$ cat config.mk
export PLATFORM = sky130hd
export DESIGN_NAME = riscv_mem_arbiter
export DESIGN_NICKNAME = d
export VERILOG_FILES = /design/src/rtl/riscv_mem_arbiter.sv
export SDC_FILE = /design/constraint.sdc
export NUM_CORES = 1
export LEC_CHECK = 0
export CORE_MARGIN = 1.5
export CORE_UTILIZATION = 37
export CTS_CLUSTER_SIZE = 30
export DETAILED_ROUTE_END_ITERATION = 6
export PLACE_DENSITY = 0.82
export SYNTH_ARGS = -nofsm -noshare
export SYNTH_HDL_FRONTEND = slang
export SYNTH_SLANG_ARGS = --single-unit
$ cat constraint.sdc
create_clock -name clk -period 3 [get_ports clk]
set_clock_uncertainty 0.1 [all_clocks]
set_input_delay 0.75 -clock clk [delete_from_list [all_inputs] [get_ports clk]]
set_output_delay 0.75 -clock clk [all_outputs]
set_load 0.01 [all_outputs]
$ cat src/rtl/riscv_mem_arbiter.sv
// Unified memory-port arbiter for the 5-stage core. The IF stage and the MEM stage
// share one req/gnt/rvalid bus, with one transaction outstanding at a time. MEM has
// priority over IF. IF is forced through after STARVE_LIMIT consecutive losses.
// A winning fetch is presented on the bus as a full-word read (we=0, be=4'hF, wdata=0).
module riscv_mem_arbiter #(
  parameter int unsigned XLEN         = 32,
  parameter int unsigned STARVE_LIMIT = 4
) (
  input  logic            clk,
  input  logic            reset,
  input  logic            if_req,
  input  logic [XLEN-1:0] if_addr,
  input  logic            if_kill,
  output logic            if_rvalid,
  output logic [XLEN-1:0] if_rdata,
  output logic            if_stall,
  input  logic            mem_req,
  input  logic            mem_we,
  input  logic [3:0]      mem_be,
  input  logic [XLEN-1:0] mem_addr,
  input  logic [XLEN-1:0] mem_wdata,
  output logic            mem_rvalid,
  output logic [XLEN-1:0] mem_rdata,
  output logic            mem_stall,
  output logic            bus_req,
  output logic            bus_we,
  output logic [3:0]      bus_be,
  output logic [XLEN-1:0] bus_addr,
  output logic [XLEN-1:0] bus_wdata,
  input  logic            bus_gnt,
  input  logic            bus_rvalid,
  input  logic [XLEN-1:0] bus_rdata
);

  typedef enum logic [1:0] {IDLE, ISSUE, WAIT_RSP} state_t;

  localparam int unsigned CNT_W = (STARVE_LIMIT > 0) ? $clog2(STARVE_LIMIT + 1) : 1;
  localparam logic [CNT_W-1:0] CNT_MAX = CNT_W'(STARVE_LIMIT);

  state_t           state, state_nxt;
  logic             owner_mem;
  logic             killed;
  logic [CNT_W-1:0] starve_cnt;
  logic             starved, if_wins, any_req, rsp;

  // Arbitration decision and response detection
  always_comb begin
    starved = (STARVE_LIMIT != 0) && (starve_cnt == CNT_MAX);
    if_wins = if_req && (!mem_req || starved);
    any_req = if_req || mem_req;
    rsp     = (state == WAIT_RSP) && bus_rvalid;
  end

  // Next-state logic for the single-transaction sequencer
  always_comb begin
    state_nxt = state;
    case (state)
      IDLE:     if (any_req)    state_nxt = ISSUE;
      ISSUE:    if (bus_gnt)    state_nxt = WAIT_RSP;
      WAIT_RSP: if (bus_rvalid) state_nxt = IDLE;
      default:                  state_nxt = IDLE;
    endcase
  end

  // Response routing and stalls; a kill arriving with the response still suppresses it
  always_comb begin
    if_rvalid  = rsp && !owner_mem && !killed && !if_kill;
    mem_rvalid = rsp && owner_mem;
    if_rdata   = bus_rdata;
    mem_rdata  = bus_rdata;
    if_stall   = if_req && !if_rvalid;
    mem_stall  = mem_req && !mem_rvalid;
  end

  // State register
  always_ff @(posedge clk or posedge reset) begin
    if (reset) state <= IDLE;
    else       state <= state_nxt;
  end

  // Bus request register, owner, kill flag and IF starvation counter
  always_ff @(posedge clk or posedge reset) begin
    if (reset) begin
      bus_req    <= 1'b0;
      bus_we     <= 1'b0;
      bus_be     <= '0;
      bus_addr   <= '0;
      bus_wdata  <= '0;
      owner_mem  <= 1'b0;
      killed     <= 1'b0;
      starve_cnt <= '0;
    end else begin
      case (state)
        IDLE: begin
          if (any_req) begin
            bus_req   <= 1'b1;
            owner_mem <= !if_wins;
            if (if_wins) begin
              bus_we    <= 1'b0;
              bus_be    <= '1;
              bus_addr  <= if_addr;
              bus_wdata <= '0;
            end else begin
              bus_we    <= mem_we;
              bus_be    <= mem_be;
              bus_addr  <= mem_addr;
              bus_wdata <= mem_wdata;
            end
          end
          if (if_req) begin
            if (if_wins)                   starve_cnt <= '0;
            else if (starve_cnt != CNT_MAX) starve_cnt <= starve_cnt + CNT_W'(1);
          end
        end
        ISSUE: if (bus_gnt) bus_req <= 1'b0;
        default: ;
      endcase
      // Clearing on response doubles as "cleared on IDLE entry"
      if (rsp)
        killed <= 1'b0;
      else if ((state != IDLE) && !owner_mem && if_kill)
        killed <= 1'b1;
    end
  end

endmodule
======== Word-level counts from Yosys, hierarchy flattened ========
Cells that the tools add are included.
word-level totals
  register bits after elaboration ......... 77
  input port bits ......................... 140
  output and inout port bits .............. 138
operators by class
  $add $sub $neg .......................... 1
  equality and inequality tests ........... 7
  muxes and demuxes ....................... 15
  reductions and logical operators ........ 28
operators by type and width
  cell                                                                   number
  32-bit 2-to-1 mux                                                      2
  1-bit logical AND                                                      10
  3-bit AND reduction                                                    3
  2-bit nonzero test                                                     4
  1-bit logical NOT                                                      7
  2-bit 2-to-1 mux                                                       3
  3-bit 2-to-1 mux                                                       2
  2-bit inequality test, second input constant                           3
  2-bit case mux with 3 select lines                                     1
  1-bit 2-to-1 mux                                                       5
  4-bit 2-to-1 mux                                                       1
  3-bit by 1-bit adder with 3-bit output, second input constant          1
  3-bit equality test, second input constant                             1
  3-bit inequality test, second input constant                           1
  2-bit by 1-bit equality test with 1-bit output, second input constant  1
  2-bit equality test, second input constant                             1
  2-bit logical NOT                                                      1
  1-bit logical OR                                                       2
  1-bit case mux with 2 select lines                                     1
  2-bit AND reduction                                                    1

======== Depth between registers and ports, before layout ========
Gate-level depths: netlist of run 1.
  depth after elaboration ................. 7
  mapped depth ............................ 7

======== Least setup slack after synthesis of run 1 ========
OpenSTA, ideal clock, no wires.
  kind .................................... in2out
  start point ............................. input bus_rvalid
  end point ............................... output if_stall
  arrival ................................. 1.420 ns
  data required time ...................... 2.150 ns
  path slack .............................. 0.730 ns
  stages .................................. 3
  path through ............................ nand3b_1 > nor4_1 > nor2_1
between the ends
  longest elaborated chain between the ends .. 6
ends and longest elaborated chain
  item                            line  text
  start: declaration              31    input logic bus_rvalid,
  1-bit logical AND               51    rsp = (state == WAIT_RSP) && bus_rvalid;
  1-bit logical AND (3 in a row)  67    if_rvalid = rsp && !owner_mem && !killed && !if_kill;
  named net if_rvalid             14    output logic if_rvalid,
  1-bit logical NOT               71    if_stall = if_req && !if_rvalid;
  1-bit logical AND               71
  end: declaration                16    output logic if_stall,
The timed path passes the listed nets, and every way through them passes these cells.

======== Final worst setup path of run 1 ========
  start point ............................. input bus_rvalid
  end point ............................... output if_rvalid
between the ends
  longest elaborated chain between the ends .. 4
ends and longest elaborated chain
  item                            line
  1-bit logical AND               51
  1-bit logical AND (3 in a row)  67
  end: declaration                14
No other way between the ends.

==> results.sh, run 1 <==
export IMPL_regToRegSetupSlack_ns=0.96
export IMPL_p_clk_share_pct=20.7
export IMPL_cp_endpoint="if_rvalid"
export IMPL_antenna_violating_nets_post_route=0
export IMPL_post_synthesis_cell_area_sq_um=4260
export IMPL_post_synth_top_area_fraction_pct=45.3
export IMPL_synth_net_count=574
export IMPL_critPathSlowestCell="sky130_fd_sc_hd__clkdlybuf4s50_1"
export IMPL_cpPeakStageDelay_ns=0.48
export IMPL_whs_path_depth=2
export IMPL_clock_latency_ns=0.33
export IMPL_synth_cells_most_frequent="sky130_fd_sc_hd__dfrtp_1, sky130_fd_sc_hd__buf_4, sky130_fd_sc_hd__nand3_1"
export IMPL_timing_final_max_slew_violations=0
export IMPL_synth_seq_area_share_pct=45.3
export IMPL_worstSetupStartpoint="bus_rvalid"
export IMPL_power_switching_fraction_pct=35.9
export IMPL_nNetsFinal=671
export IMPL_drt_wirelength_per_cell_microns=18.4
export IMPL_buffer_ports_inserted=181
export IMPL_hold_class="reg2reg"
export IMPL_clock_root_buffer="sky130_fd_sc_hd__clkbuf_16"
export IMPL_drt_drc_violations_left=0
export IMPL_timing_critical_path_from_type="input pin"
export IMPL_crit_family="buffers and inverters"
export IMPL_grt_first_pass_wirelength_microns=18900
export IMPL_layout_drive_gt1_share_pct=8.43
export IMPL_number_of_cell_rows=38
export IMPL_synth_cells=432
export IMPL_synth_area_top_cells="sky130_fd_sc_hd__dfrtp_1, sky130_fd_sc_hd__buf_4, sky130_fd_sc_hd__nand3_1"
export IMPL_grt_usage_pct=20.1
export IMPL_ys_async_sr_fraction_pct=100
export IMPL_worst_path_stages=5
export IMPL_fin_util_pct=53.9
export IMPL_place_hpwl_microns=8490
export IMPL_intPower_mw=3.69
export IMPL_area_growth_pct=39.6
export IMPL_path_max_fanout=2
export IMPL_run_status="finished, final reports clean"
export IMPL_first_global_vias=3749
export IMPL_preCtsSetupSlack_ns=-0.114
export IMPL_synthFlopType="sky130_fd_sc_hd__dfrtp_1"
export IMPL_cts_clk_slew_worst_paths_ns=0.06
export IMPL_place_gp_congestion=0.742
export IMPL_avgViaCountPerCell=5.65
export IMPL_fin_worst_hold_slack_ns=0.385
export IMPL_clkSinkCount=77
export IMPL_clock_fmax_mhz=337
export IMPL_max_slew_margin_pct=38.7
export IMPL_design_portCount=278
export IMPL_finalSetupViolations=0
export IMPL_die_x_microns=110
export IMPL_power_frac_seq_pct=31.7
export IMPL_worstPathBufferInverterCount=3
export IMPL_combPwrFrac_pct=47.5
export IMPL_r2r_start="state[0]"
export IMPL_required_ns=2.15
export IMPL_synth_most_common_cell="sky130_fd_sc_hd__dfrtp_1"
export IMPL_cts_max_level=3
export IMPL_synth_seq_cells=77
export IMPL_arrival_time_reported_for_the_critical_path_endpoint_ns=2.12
export IMPL_grt_antenna_before_repair=0
export IMPL_final_cell_count_no_fill=674
export IMPL_worstPathCellList="clkdlybuf4s50_1 -> nand3b_1 -> nor4_2 -> buf_4 -> dlygate4sd2_1"
export IMPL_detailroute_via_count=3810
export IMPL_numPlacedInstances=657
export IMPL_endpoint_kind="primary output"
export IMPL_power_total_mw=5.76
export IMPL_cts_root_to_sink_buffers=2
export IMPL_switching_power_mw=2.07
export IMPL_timing_rr_end="bus_wdata[18]"
export IMPL_cap_violations=0
export IMPL_die_y_microns=110
export IMPL_max_slew_worst_pin_slew_ns=0.917
export IMPL_power_density_nw_per_um2=970
export IMPL_timing_final_crit_period_ns=2.97
export IMPL_layout_filler_cells=993
export IMPL_initialDrtViolationCount=229
export IMPL_synth_warnings=0
export IMPL_leakage_power_total_nw=2.30
export IMPL_count_of_different_cell_masters_after_synthesis=35
export IMPL_tritoncts="done"
export IMPL_drt_pass1_iter_count=4
export IMPL_pin_count_of_the_biggest_net_entering_global_routing=78
export IMPL_period_share_pct=99.0
export IMPL_synth_area_per_cell_sq_um=9.85
export IMPL_synth_edff_count=0
export IMPL_report_final_hold_viol_count=0
export IMPL_antenna_diode_count=0
export IMPL_number_of_hold_buffers_added_after_cts=0
export IMPL_grt_remaining_overflow=0
export IMPL_reg2regPathDepth=4
export IMPL_design_core_area_sq_um=11000
export IMPL_power_ir_vdd_worst_v=0.000538
export IMPL_worstSetupPathType="in2out"
export IMPL_initial_utilization_pct=38.6
export IMPL_wire_length_reported_by_the_detailed_router_microns=12400
export IMPL_cts_buffers_inserted=9
export IMPL_yosysTopAreaCell="sky130_fd_sc_hd__dfrtp_1"
export IMPL_die_outline_area_sq_um=12200
export IMPL_layout_setup_ws_ns=0.0292
==> layout by cell type, fill, tap and decap left out, types with 2 or more instances in the layout <==
cell and instances:
sky130_fd_sc_hd__o21ai_1 35, sky130_fd_sc_hd__a21oi_1 5, sky130_fd_sc_hd__nand4_1 33, sky130_fd_sc_hd__nand2_1 4, sky130_fd_sc_hd__nor2_4 3, sky130_fd_sc_hd__nand3b_1 2
sky130_fd_sc_hd__nand3_1 65, sky130_fd_sc_hd__dfrtp_1 77, sky130_fd_sc_hd__inv_1 5, sky130_fd_sc_hd__o211ai_2 6, sky130_fd_sc_hd__ha_1 2, sky130_fd_sc_hd__buf_4 10
sky130_fd_sc_hd__bufinv_16 2, sky130_fd_sc_hd__clkbuf_16 9, sky130_fd_sc_hd__clkinvlp_4 2, sky130_fd_sc_hd__buf_12 2, sky130_fd_sc_hd__o2bb2ai_1 33, sky130_fd_sc_hd__clkdlybuf4s50_1 178
sky130_fd_sc_hd__inv_6 2, sky130_fd_sc_hd__nand2b_1 2, sky130_fd_sc_hd__o21ai_0 11, sky130_fd_sc_hd__o211ai_1 26
==> through the flow <==
stage | cell area [sq um] | TNS (ns)
2_1_floorplan | 4260 | 0
3_3_place_gp | 5590 | -0.0694
3_5_place_dp | 5590 | -0.184
4_1_cts | 5930 | 0
5_1_grt | 5940 | -0.0321
6_report | 5940 | 0
==> state kept, by name (all words and copies together), names as in the netlist <==
name / flops
bus_addr: 32
bus_be: 4
bus_req: 1
bus_wdata: 32
bus_we: 1
killed: 1
owner_mem: 1
starve_cnt: 3
state: 2
==> logic make-up (layout without fill, tap and decap cells) <==
logic type	after synthesis	count (layout)	share of synthesized area [%]
fa+ha+maj	2	2	0.588
buf+inv	113	215	18.5
compound gates	121	121	20.1
flops	77	77	45.3
simple gates	119	119	15.5
==> routing by layer <==
| metal | up-vias | GRT usage [%] | part of all wire, % |
|---|---|---|---|
| met5 | - | 0 | 0 |
| met4 | 0 | 6.32 | 1.3 |
| met3 | 14 | 5.29 | 9.1 |
| met2 | 214 | 35.2 | 50 |
| met1 | 1854 | 23.9 | 39 |
| li1 | 1728 | - | - |
==> timing repair <==
item	4_1_cts	5_1_grt
resized for setup	2	2
endpoints found under the hold margin	0	0
pin swaps	0	1
buffers inserted	0	1
setup endpoints to repair	2	3
==> worst register-to-register path, cell delays in order (launching register included) <==
cell and delay [ns]:
sky130_fd_sc_hd__dfrtp_1 0.45, sky130_fd_sc_hd__nor2_4 0.57, sky130_fd_sc_hd__buf_4 0.51, sky130_fd_sc_hd__nand3_1 0.17, sky130_fd_sc_hd__o2bb2ai_1 0.16
==> cell type report <==
| cell class | count | area (sq um) | share of cell area [%] |
|---|---|---|---|
| repair buffers | 193 | 1920 | 32.4 |
| flip-flops and latches | 77 | 1930 | 32.4 |
| well taps | 140 | 175 | 2.95 |
| inverters | 6 | 23.8 | 0.400 |
| clock inverters | 6 | 92.6 | 1.56 |
| multi-input cells | 242 | 1560 | 26.3 |
| clock buffers | 10 | 239 | 4.02 |
==> power by group through the flow <==
| stage | combinational, mW | sequential (mW) | clock, mW |
|---|---|---|---|
| final | 2.74 | 1.83 | 1.19 |
| after global placement | 2.68 | 1.82 | 0 |
| after floorplan | 1.38 | 2.00 | 0 |
| after global routing | 2.99 | 1.88 | 1.28 |
| after detailed placement | 2.75 | 1.83 | 0 |
| after CTS | 2.76 | 1.83 | 1.23 |
==> worst min path at each step <==
stage	to	startpoint	slack [ns]
4_1_cts	bus_req	bus_req	0.39
3_3_place_gp	bus_wdata[28]	bus_wdata[28]	0.37
2_1_floorplan	starve_cnt[1]	starve_cnt[1]	0.38
6_report	bus_req	bus_req	0.39
5_1_grt	bus_wdata[16]	bus_wdata[16]	0.41
3_5_place_dp	bus_wdata[13]	bus_wdata[13]	0.37
Power figures use the tool's default switching activity.
==> run 2, diff against run 1 <==
--- a/config.mk
+++ b/config.mk
@@ -5,11 +5,13 @@
 export SDC_FILE = /design/constraint.sdc
 export NUM_CORES = 1
 export LEC_CHECK = 0
+export CELL_PAD_IN_SITES_DETAIL_PLACEMENT = 1
+export CELL_PAD_IN_SITES_GLOBAL_PLACEMENT = 1
 export CORE_MARGIN = 1.5
-export CORE_UTILIZATION = 37
+export CORE_UTILIZATION = 26
 export CTS_CLUSTER_SIZE = 30
 export DETAILED_ROUTE_END_ITERATION = 6
-export PLACE_DENSITY = 0.82
+export PLACE_DENSITY_LB_ADDON = 0.1
 export SYNTH_ARGS = -nofsm -noshare
 export SYNTH_HDL_FRONTEND = slang
 export SYNTH_SLANG_ARGS = --single-unit
==> run 2 against run 1 <==
  * Hold slack got worse by 0.0032 ns
  * Register-to-register slack improved by 0.23 ns
  * Via count fell by 1.1%
  * Flip-flop and latch count did not move
  * Final area rose by 1.6%
==> results.sh, run 2 (synthesis gave the netlist of run 1 again) <==
export IMPL_run_status="finished, final reports clean"
export IMPL_timing_final_max_slew_violations=0
export IMPL_die_x_microns=131
export IMPL_detailroute_via_count=3769
export IMPL_fin_util_pct=37.9
export IMPL_min_delay_start="bus_req"
export IMPL_wl_met3_microns=1250
export IMPL_timing_critical_path_from_type="input pin"
export IMPL_worst_path_stages=5
export IMPL_number_of_cell_rows=46
export IMPL_clock_latency_ns=0.33
export IMPL_preCtsSetupSlack_ns=-0.0588
export IMPL_arrival_time_reported_for_the_critical_path_endpoint_ns=2.06
export IMPL_required_ns=2.15
export IMPL_cts_clk_slew_worst_paths_ns=0.06
export IMPL_cts_max_level=3
export IMPL_power_total_mw=5.67
export IMPL_met2_wirelength_microns=6610
export IMPL_finalSetupViolations=0
export IMPL_grt_first_pass_wirelength_microns=22700
export IMPL_first_global_vias=4162
export IMPL_layout_area_seq_sq_um=1930
export IMPL_fin_tns_setup_ns=0
export IMPL_cp_common_cell="sky130_fd_sc_hd__clkdlybuf4s50_1"
export IMPL_numPlacedInstances=739
export IMPL_layout_setup_ws_ns=0.0934
export IMPL_cpPeakStageDelay_ns=0.48
export IMPL_reg2regPathDepth=4
export IMPL_die_y_microns=131
export IMPL_tritoncts="done"
export IMPL_worstPathCellList="clkdlybuf4s50_1 -> nand3b_1 -> nor4_2 -> nor2_1 -> clkdlybuf4s50_1"
export IMPL_worstPathBufferInverterCount=2
export IMPL_clock_fmax_mhz=344
export IMPL_cts_repair_timing_setup_buffer_count=0
export IMPL_buffer_ports_inserted=181
export IMPL_period_share_pct=96.9
export IMPL_wire_length_reported_by_the_detailed_router_microns=14500
export IMPL_initialDrtViolationCount=132
export IMPL_clkSinkCount=77
export IMPL_hold_class="reg2reg"
export IMPL_grt_usage_pct=17.2
export IMPL_die_outline_area_sq_um=17100
export IMPL_r2r_start="state[0]"
export IMPL_power_density_nw_per_um2=940
export IMPL_timing_rr_end="bus_wdata[31]"
export IMPL_cts_root_to_sink_buffers=2
export IMPL_design_core_area_sq_um=15900
export IMPL_cts_buffers_inserted=9
export IMPL_most_common_library_cell_in_the_layout_ignoring_fill_and_taps="sky130_fd_sc_hd__clkdlybuf4s50_1"
export IMPL_whs_path_depth=2
export IMPL_top_regs="bus_addr: 32 flops, bus_wdata: 32 flops, bus_be: 4 flops"
export IMPL_routed_top_layer="met4"
export IMPL_timing_final_crit_period_ns=2.91
export IMPL_place_hpwl_microns=9620
export IMPL_grt_remaining_overflow=0
export IMPL_grt_setup_unrepaired="no"
export IMPL_detail_route_wirelength_met1_microns=6450
export IMPL_clock_root_buffer="sky130_fd_sc_hd__clkbuf_16"
export IMPL_place_gp_congestion=0.760
export IMPL_report_final_hold_viol_count=0
export IMPL_critPathSlowestCell="sky130_fd_sc_hd__clkdlybuf4s50_1"
export IMPL_layout_drive_gt1_share_pct=8.53
export IMPL_leakage_power_total_nw=2.32
export IMPL_endpoint_kind="primary output"
export IMPL_max_slew_margin_pct=55.7
export IMPL_path_max_fanout=2
export IMPL_nNetsFinal=676
export IMPL_final_cell_count_no_fill=755
export IMPL_max_slew_worst_pin_slew_ns=0.664
export IMPL_worstSetupPathType="in2out"
export IMPL_drt_pass1_iter_count=4
export IMPL_initial_utilization_pct=26.7
export IMPL_antenna_diode_count=0
export IMPL_design_portCount=278
export IMPL_number_of_hold_buffers_added_after_cts=0
export IMPL_avgViaCountPerCell=4.99
export IMPL_cap_violations=0
export IMPL_pin_count_of_the_biggest_net_entering_global_routing=41
export IMPL_drt_drc_violations_left=0
export IMPL_crit_family="buffers and inverters"
export IMPL_layout_filler_cells=1800
export IMPL_commonest_non_fill_non_tap_cells_in_the_layout="sky130_fd_sc_hd__clkdlybuf4s50_1, sky130_fd_sc_hd__dfrtp_1, sky130_fd_sc_hd__nand3_1"
export IMPL_grt_antenna_before_repair=0
export IMPL_multi_input_comb_area_sq_um=1560
export IMPL_min_to="bus_req"
export IMPL_drt_wirelength_per_cell_microns=19.2
export IMPL_antenna_violating_nets_post_route=0
export IMPL_area_growth_pct=41.8
export IMPL_regToRegSetupSlack_ns=1.19
export IMPL_power_ir_vdd_worst_v=0.000327
run 2: what timing repair did:
item,in CTS,in global routing
gates resized for setup,2,2
endpoints found under the setup margin,2,2
hold endpoints to repair,0,0
run 2: stage by stage:
| step | instance area, sq um | hold slack (ns) |
|---|---|---|
| 2_1_floorplan | 4260 | 0.375 |
| 3_3_place_gp | 5760 | 0.371 |
| 3_5_place_dp | 5760 | 0.371 |
| 4_1_cts | 6030 | 0.385 |
| 5_1_grt | 6040 | 0.412 |
| 6_report | 6040 | 0.382 |
run 2: final cells by class:
| cell class | instances | area share (%) |
|---|---|---|
| flip-flops and latches | 77 | 31.9 |
| clock inverters | 3 | 0.352 |
| clock buffers | 13 | 4.15 |
| multi-input cells | 242 | 25.8 |
| repair buffers | 198 | 32.9 |
| well taps | 216 | 4.48 |
| inverters | 6 | 0.394 |
run 2: where the power goes:
part	total, mW	switching [mW]	internal, mW
logic	2.83	1.39	1.43
clock network	1.02	0.439	0.585
registers	1.82	0.295	1.53
run 2: worst max-delay path by stage:
stage                     from           to
finish              bus_rvalid     if_stall
CTS                 bus_rvalid     if_stall
global route        bus_rvalid     if_stall
detailed placement  bus_rvalid    if_rvalid
global placement    bus_rvalid    if_rvalid
floorplan                reset  bus_addr[0]
run 2: worst register-to-register path, delay by kind of cell (launching register included):
kind                   cells  cell delay (ns)
AOI/OAI and AO/OA          1             0.18
buffers and inverters      1             0.43
and+or+nand+nor            2             0.55
DFF                        1             0.47
run 2: layer usage:
metal / global-route usage (%) / up-vias
li1: - / 1734
met1: 20.9 / 1894
met2: 28.6 / 132
met3: 6.31 / 9
met4: 5.37 / 0
met5: 0 / -
